### config.mk
export PLATFORM = sky130hd
export DESIGN_NAME = cont_9999_ctrl
export DESIGN_NICKNAME = d
export VERILOG_FILES = /design/src/rtl/cont_pkg.sv /design/src/rtl/tick_gen.sv /design/src/rtl/cont_9999_ctrl.sv
export SDC_FILE = /design/constraint.sdc
export NUM_CORES = 1
export LEC_CHECK = 0
export BUFFER_PORTS_ARGS = -buffer_cell sky130_fd_sc_hd__buf_2
export CAP_MARGIN = 40
export CORE_MARGIN = 5
export CORE_UTILIZATION = 54
export CTS_CLUSTER_SIZE = 8
export DETAILED_ROUTE_END_ITERATION = 6
export GPL_ROUTABILITY_DRIVEN = 1
export GPL_TIMING_DRIVEN = 0
export HOLD_SLACK_MARGIN = 0.1
export PLACE_DENSITY_LB_ADDON = 0.25
export SLEW_MARGIN = 40
export SYNTH_ARGS = -nofsm -noshare
export SYNTH_HDL_FRONTEND = slang
export SYNTH_SLANG_ARGS = --single-unit
### constraint.sdc
create_clock -name clk -period 2.1 [get_ports clk]
set_input_delay 0.105 -clock clk [delete_from_list [all_inputs] [get_ports clk]]
set_output_delay 0.105 -clock clk [all_outputs]
set_load 0.005 [all_outputs]
### src/rtl/cont_pkg.sv
// Shared definitions for the 4-digit BCD counter sequencer: state encoding,
// BCD digit limit and state width.
package cont_pkg;

    localparam int ST_W = 2;

    // Largest legal BCD digit value; 9999 is all four digits at this value.
    localparam logic [3:0] BCD_MAX = 4'd9;

    typedef enum logic [ST_W-1:0] {
        IDLE  = 2'b00,
        RUN   = 2'b01,
        PAUSE = 2'b10,
        DONE  = 2'b11
    } state_t;

endpackage

### src/rtl/tick_gen.sv
// Prescaler for the count sequencer. Counts clock cycles while run is high
// and emits a registered one-cycle tick every PRESCALE counted cycles.
// zero forces the count back to 0; with run low and zero low the count holds,
// which is what lets a paused sequence resume mid-period.
module tick_gen #(
    parameter int PRESCALE = 50_000_000
) (
    input  logic clk,
    input  logic reset,
    input  logic run,
    input  logic zero,
    output logic tick
);

    localparam int CNT_W = $clog2(PRESCALE);
    localparam logic [CNT_W-1:0] LAST = CNT_W'(PRESCALE - 1);

    logic [CNT_W-1:0] count_reg;
    logic             tick_reg;

    // Prescale counter with terminal-count tick; tick is low unless just wrapped.
    always_ff @(posedge clk) begin
        if (!reset) begin
            count_reg <= '0;
            tick_reg  <= 1'b0;
        end else begin
            tick_reg <= 1'b0;
            if (zero) begin
                count_reg <= '0;
            end else if (run) begin
                if (count_reg == LAST) begin
                    count_reg <= '0;
                    tick_reg  <= 1'b1;
                end else begin
                    count_reg <= count_reg + CNT_W'(1);
                end
            end
        end
    end

    assign tick = tick_reg;

endmodule

### src/rtl/cont_9999_ctrl.sv
// Run/pause/clear sequencer for a 4-digit BCD counter. Front-panel requests
// are edge-detected and turned into single-cycle cnt_en / cnt_clr pulses,
// paced by tick_gen. The returned digits are compared against an optional
// target and against 9999 (when not wrapping) to stop the sequence.
module cont_9999_ctrl
    import cont_pkg::*;
#(
    parameter int PRESCALE = 50_000_000
) (
    input  logic            clk,
    input  logic            reset,
    input  logic            start,
    input  logic            stop,
    input  logic            clear,
    input  logic            mode_wrap,
    input  logic            target_en,
    input  logic [3:0]      target0,
    input  logic [3:0]      target1,
    input  logic [3:0]      target2,
    input  logic [3:0]      target3,
    input  logic [3:0]      cont0,
    input  logic [3:0]      cont1,
    input  logic [3:0]      cont2,
    input  logic [3:0]      cont3,
    output logic            cnt_en,
    output logic            cnt_clr,
    output logic            running,
    output logic            done,
    output logic [ST_W-1:0] state
);

    // Request bit positions: 0=start, 1=stop, 2=clear.
    logic [2:0] req_in;
    logic [2:0] req_prev_reg;
    logic [2:0] req_edge;
    logic       start_e;
    logic       stop_e;
    logic       clear_e;

    logic [3:0] cont_d [4];
    logic [3:0] tgt_d  [4];
    logic [3:0] tgt_eq;
    logic [3:0] max_eq;
    logic       hit;

    state_t state_reg;
    state_t state_next;
    logic   cnt_clr_reg;
    logic   cnt_clr_next;
    logic   running_reg;
    logic   done_reg;
    logic   run_tick;
    logic   zero_tick;

    assign req_in = {clear, stop, start};

    // Edge-detect history; preset to 1 so a request held through reset is not seen as an edge.
    always_ff @(posedge clk) begin
        if (!reset) begin
            req_prev_reg <= '1;
        end else begin
            req_prev_reg <= req_in;
        end
    end

    genvar gi;
    generate
        for (gi = 0; gi < 3; gi++) begin : g_edge
            assign req_edge[gi] = req_in[gi] & ~req_prev_reg[gi];
        end
    endgenerate

    assign start_e = req_edge[0];
    assign stop_e  = req_edge[1];
    assign clear_e = req_edge[2];

    assign cont_d[0] = cont0;
    assign cont_d[1] = cont1;
    assign cont_d[2] = cont2;
    assign cont_d[3] = cont3;
    assign tgt_d[0]  = target0;
    assign tgt_d[1]  = target1;
    assign tgt_d[2]  = target2;
    assign tgt_d[3]  = target3;

    // Literal per-digit compares: non-BCD digit codes never look like 9999.
    generate
        for (gi = 0; gi < 4; gi++) begin : g_digit
            assign tgt_eq[gi] = (cont_d[gi] == tgt_d[gi]);
            assign max_eq[gi] = (cont_d[gi] == BCD_MAX);
        end
    endgenerate

    assign hit = (target_en & (&tgt_eq)) | (~mode_wrap & (&max_eq));

    // Next-state and pulse decode; clear beats stop beats start in every state.
    always_comb begin
        state_next   = state_reg;
        cnt_clr_next = 1'b0;
        run_tick     = 1'b0;
        zero_tick    = 1'b0;
        case (state_reg)
            IDLE: begin
                if (clear_e) begin
                    cnt_clr_next = 1'b1;
                end else if (stop_e) begin
                    state_next = IDLE;
                end else if (start_e) begin
                    state_next = RUN;
                    zero_tick  = 1'b1;
                end
            end
            RUN: begin
                if (clear_e) begin
                    cnt_clr_next = 1'b1;
                    state_next   = IDLE;
                    zero_tick    = 1'b1;
                end else if (stop_e) begin
                    state_next = PAUSE;
                end else if (hit) begin
                    // Stop before another pulse can be issued on the terminal value.
                    state_next = DONE;
                end else begin
                    run_tick = 1'b1;
                end
            end
            PAUSE: begin
                if (clear_e) begin
                    cnt_clr_next = 1'b1;
                    state_next   = IDLE;
                    zero_tick    = 1'b1;
                end else if (stop_e) begin
                    state_next = PAUSE;
                end else if (start_e) begin
                    // Prescaler is left alone so the interrupted period resumes.
                    state_next = RUN;
                end
            end
            DONE: begin
                if (clear_e) begin
                    cnt_clr_next = 1'b1;
                    state_next   = IDLE;
                    zero_tick    = 1'b1;
                end
            end
            default: begin
                state_next = IDLE;
            end
        endcase
    end

    // State register and registered status outputs, all updated on the same edge.
    always_ff @(posedge clk) begin
        if (!reset) begin
            state_reg   <= IDLE;
            cnt_clr_reg <= 1'b0;
            running_reg <= 1'b0;
            done_reg    <= 1'b0;
        end else begin
            state_reg   <= state_next;
            cnt_clr_reg <= cnt_clr_next;
            running_reg <= (state_next == RUN);
            done_reg    <= (state_next == DONE);
        end
    end

    tick_gen #(
        .PRESCALE (PRESCALE)
    ) u_tick_gen (
        .clk   (clk),
        .reset (reset),
        .run   (run_tick),
        .zero  (zero_tick),
        .tick  (cnt_en)
    );

    assign cnt_clr = cnt_clr_reg;
    assign running = running_reg;
    assign done    = done_reg;
    assign state   = state_reg;

endmodule

======== Yosys cells after proc, flatten, opt, wreduce, memory -nomap -nowiden ========
Cells that the tools add are included.
cells by class
  add/subtract/negate cells ............... 1
  multipliers ............................. 0
  div/mod/pow operators ................... 0
  $lt $le $gt $ge ......................... 0
  eq/ne operators ......................... 14
  shifts and indexed selects .............. 0
  muxes and demuxes ....................... 22
  bitwise gates (word level) .............. 12
  reductions and logical operators ........ 7
operators by type and width
  cell                                                             count
  26-bit by 1-bit adder with 26-bit output, second input constant  1
  26-bit == test, second input constant                            1
  26-bit two-way mux                                               1
  2-bit two-way mux                                                9
  4-bit == test                                                    4
  4-bit == test, second input constant                             4
  1-bit two-way mux                                                10
  2-bit one-hot mux with 4 select lines                            1
  4-bit AND reduction                                              2
  2-bit == test, second input constant                             3
  1-bit NOT                                                        6
  3-bit OR reduction                                               2
  1-bit AND                                                        5
  2-bit by 1-bit == test with 1-bit output, second input constant  2
  4-bit OR reduction                                               1
  2-bit logical NOT                                                1
  1-bit one-hot mux with 2 select lines                            1
  2-bit OR reduction                                               1
  1-bit OR                                                         1
word-level totals
  bits in registers ....................... 35
  bits in latches ......................... 0
  memory bits (writable) .................. 0
  ROM bits ................................ 0
  input port bits ......................... 39
  output and inout port bits .............. 6
  word-level logic and storage cells ...... 63
  memories kept ........................... 0

======== Depth between registers and ports, before layout ========
  word-level depth ........................ 10
  gate-level depth with buffers ........... 9
  mapped depth without buffers ............ 7

======== Hierarchy ========
Synthesis repeated with hierarchy kept, for this count alone.
second synthesis, totals
  cell total of the unflattened synthesis .. 223
  area, all modules ....................... 1924.3 sq um
by module, submodules not included
  module          times used  cells each  area an instance (sq um)  seq. area each (sq um)
  tick_gen        1           151         1320.0                    540.5
  cont_9999_ctrl  1           72          604.3                     160.2

======== Worst setup path after synthesis ========
Ideal clock, no wire load.
  path type ............................... reg2reg
  from .................................... reg state_reg[0] (netlist: state[0])
  to ...................................... reg u_tick_gen.count_reg[23]
  library setup time ...................... 115 ps
  arrival time ............................ 1648 ps
  required time ........................... 1985 ps
  setup slack ............................. 337 ps
  cell stages (with the launch flop) ...... 7
  path buffers ............................ 0
  period minus slack after synthesis ...... 1763 ps
  path through ............................ dfxtp_1 > nand2b_4 > nand2b_1 > or3_1 > a2111oi_4 > xnor2_1 > nor2_2
between the ends
  cells in the longest elaborated chain, start to end .. 4
  elaborated cells between the ends (all ways) .. 8
RTL lines
  element                                                                           line                   text
  start, declared                                                                   cont_9999_ctrl.sv:46   state_t state_reg;
  start signal, assigned                                                            cont_9999_ctrl.sv:160  state_reg <= state_next;
  2-bit == test / 2-bit by 1-bit == test with 1-bit output (equally long branches)  cont_9999_ctrl.sv:102  case (state_reg)
  3-bit OR reduction (no line)                                                      n/a
  1-bit one-hot mux with 2 select lines                                             cont_9999_ctrl.sv:102
  2-bit OR reduction (no line)                                                      n/a
  end signal, assigned                                                              tick_gen.sv:35         count_reg <= count_reg + CNT_W'(1);
  end, declared                                                                     tick_gen.sv:18         logic [CNT_W-1:0] count_reg;
Parallel ways exist; a longest one is shown, timed or not.
A chain may end at the register's enable or synchronous reset.

======== Worst setup path in the final report ========
Ends and elaborated chain as after synthesis.

==> impl_metrics.json <==
{
  "synth_top_area_share": 0.328,
  "io_buffers": 44,
  "grt_use_total": 0.205,
  "hold_class": "in -> reg",
  "p_leak_nw": 0.878,
  "core_area_sq_um": 3740,
  "drt-initial-drc-count": 117,
  "critPathMaxFanout": 7,
  "yosysSeqAreaShare": 0.328,
  "slowest_delay_ns": 0.49,
  "hold_viol": 0,
  "endpoint_kind": "flop",
  "r2r-start": "state[0]",
  "vias": 1981,
  "nFillCells": 308,
  "drv_slew": 0,
  "worstSetupPathType": "reg -> reg",
  "seqPwrFrac": 0.520,
  "fmax_mhz": 506,
  "gr-total-overflow": 0,
  "largest_reg_flops": 26,
  "dpl.hpwl_mm": 3.72,
  "area.sequential_sq_um": 702,
  "synth_common_cells": "35 x dfxtp_1, 30 x xnor2_1, 21 x nor2_1",
  "drc": 0,
  "synth.avg_cell_area_sq_um": 9.13,
  "top_layer_used": "met4",
  "async_flop_share": 0,
  "crit_chain": "nand2b_4, nand2b_1, or3_1, a2111oi_4, xnor2_1, nor2_2",
  "ctsRootBufferMaster": "clkbuf_8",
  "clock-sinks": 35,
  "dp_slack_ns": -0.000879,
  "reg2reg_to": "u_tick_gen.count_reg[23]",
  "r2r_setup_slack_ns": 0.12,
  "via_per_inst": 5.83,
  "first_global_vias": 1930,
  "place_congestion": 0.815,
  "r2r.worst_path.cells": 6,
  "wl_met1_mm": 2.27,
  "diodes": 0,
  "worst_slack_ns": 0.123,
  "wl_mm": 5.07,
  "synth_fp_nets": 274,
  "yosysMostFrequentCell": "dfxtp_1",
  "synth.largest_area_cell": "dfxtp_1",
  "synth_edf_count": 0,
  "period_needed_ns": 1.98,
  "ctsLongestPathBuffers": 2,
  "grt_pass1_wl_mm": 8.67,
  "power_frac_clock": 0.364,
  "timing.final.crit_share": 0.941,
  "start_util": 0.571,
  "fp.dieH_um": 72.9,
  "rsz0062_at_grt": "false",
  "cts_htree_levels": 2,
  "p_int_w": 0.000978,
  "worst_clock_skew_ns": 0.00521,
  "grt_max_degree": 11,
  "dieArea_sq_um": 5320,
  "max_cap_viol_count": 0,
  "holdWs_ns": 0.136,
  "arrival_ns": 2.17,
  "netSwitchingFraction": 0.246,
  "worst_pin_slew_ns": 0.556,
  "critical_path.endpoint": "u_tick_gen.count_reg[23]",
  "io-pin-count": 45,
  "synth_warnings": 0,
  "post_drt_wl_per_cell_um": 14.9,
  "syn_inst": 234,
  "multi_input_area_sq_um": 1390,
  "postCtsSetupBuffers": 0,
  "syn_area_sq_um": 2140,
  "wl_met3_um": 258,
  "antenna_found_initial": 0,
  "ir_worst_vdd_mv": 0.328,
  "met2_length_mm": 2.43,
  "outcome": "finished clean",
  "ant_nets": 0,
  "hp-start": "reset",
  "worst_path_max_delay_cell": "dfxtp_1",
  "synth_top_flop_cell": "dfxtp_1",
  "combPwrFrac": 0.116,
  "yosys-top-cells-area": "dfxtp_1 33%, xnor2_1 12%, a2111oi_4 5.2%, nand3_1 4.0%, nor2_1 3.7%",
  "crit_path_start_kind": "flop",
  "final-setup-viol-count": 0,
  "syn_to_final_growth_pct": 21.2,
  "drive_gt1_frac": 0.288,
  "clock_latency_ns": 0.29,
  "fin_nets": 331,
  "required_ns": 2.29,
  "cellPowerDensity_nw_per_um2": 501,
  "ys_seq_elements": 35,
  "clk_pin_slew_ns": 0.07,
  "die_w_um": 72.9,
  "ys_types": 46,
  "rows": 22,
  "p_sw_w": 0.000319,
  "cts_tree": "yes",
  "slew_headroom": 0.620,
  "drt_first_pass_iters": 4,
  "critPathLaunch": "state[0]",
  "cts_made_buffers": 5
}
==> cell families (layout without fill, tap and decap cells) <==
group / count (synthesis) / in the layout / synth area share
XOR/XNOR: 34 / 34 / 0.139
AO/OA/AOI/OAI: 41 / 41 / 0.190
buffers and inverters: 11 / 69 / 0.0322
flip-flops: 35 / 35 / 0.328
AND/OR/NAND/NOR: 112 / 112 / 0.305
adder cells (fa/ha/maj): 1 / 1 / 0.00585
==> per-layer routing <==
| layer | up-vias | GRT usage |
|---|---|---|
| met1 | 936 | 0.258 |
| met4 | 0 | 0.0779 |
| met3 | 11 | 0.0537 |
| met2 | 47 | 0.335 |
| li1 | 987 | - |
| met5 | - | 0 |
==> placed cells by master (no fill, tap or decap), types with 2 or more instances in the layout <==
cell	count
nand3b_1	2
nand4_1	9
nor2_1	20
nor4bb_1	2
and2_1	4
clkbuf_8	5
o31ai_1	6
or4_1	3
nor3_1	2
a21oi_1	9
and4_1	2
buf_6	3
a211oi_1	2
dlygate4sd3_1	6
nand3_1	17
buf_2	47
xor2_1	4
a2111oi_4	4
a2111oi_0	7
buf_4	2
and3_1	5
xnor2_1	30
a2111oi_2	4
nand2b_1	6
nor4b_1	3
nand2_1	17
nor2_2	4
clkbuf_1	4
dfxtp_1	34
nor2b_1	2
nand2_2	2
o21ai_0	3
==> how the worst min path moves through the flow <==
stage                     slack (ns)  cells after the start              end
after global routing            0.14                      2          cnt_clr
after floorplan                 0.18                      1  req_prev_reg[0]
after CTS                       0.12                      3         state[1]
final                           0.14                      2          cnt_clr
after global placement          0.30                      2  req_prev_reg[0]
after detailed placement        0.31                      2  req_prev_reg[1]
==> through the flow <==
step	power, W	area (sq um)	TNS [ns]	utilization	instances
global route	0.00134	2590	0	0.692	340
CTS	0.00131	2570	0	0.687	340
finish	0.00130	2590	0	0.692	340
global placement	0.000823	2420	0	0.646	326
detailed placement	0.000826	2420	-0.000879	0.646	326
floorplan	0.000763	2140	0	-	234
==> power groups by stage <==
stage	Combinational [W]	Clock (W)	Sequential, W
3_3_place_gp	0.000134	0	0.000689
6_report	0.000150	0.000472	0.000674
5_1_grt	0.000164	0.000503	0.000674
4_1_cts	0.000148	0.000484	0.000674
3_5_place_dp	0.000137	0	0.000689
2_1_floorplan	0.0000744	0	0.000689
==> worst max-delay path, delay by kind of cell, from the launching register on <==
kind	cells	cell delay, ns
AND/OR/NAND/NOR	4	0.89
flip-flops	1	0.49
AO/OA/AOI/OAI	1	0.31
XOR/XNOR	1	0.18
==> layout make-up <==
type	instances	share of cell area
Timing Repair Buffer	50	0.108
Buffer	10	0.0275
Tap cell	48	0.0232
Clock buffer	7	0.0295
Clock inverter	1	0.00193
Inverter	1	0.00145
Sequential cell	35	0.271
Multi-Input combinational cell	188	0.537
==> repair_timing <==
action                                  in CTS  in global routing
endpoints found under the hold margin        3                  0
gates resized for setup                      2                  7
pin swaps                                    0                  2
endpoints found under the setup margin      10                 22
hold buffers                                 6                  0
(Power assumes the default switching activity.)
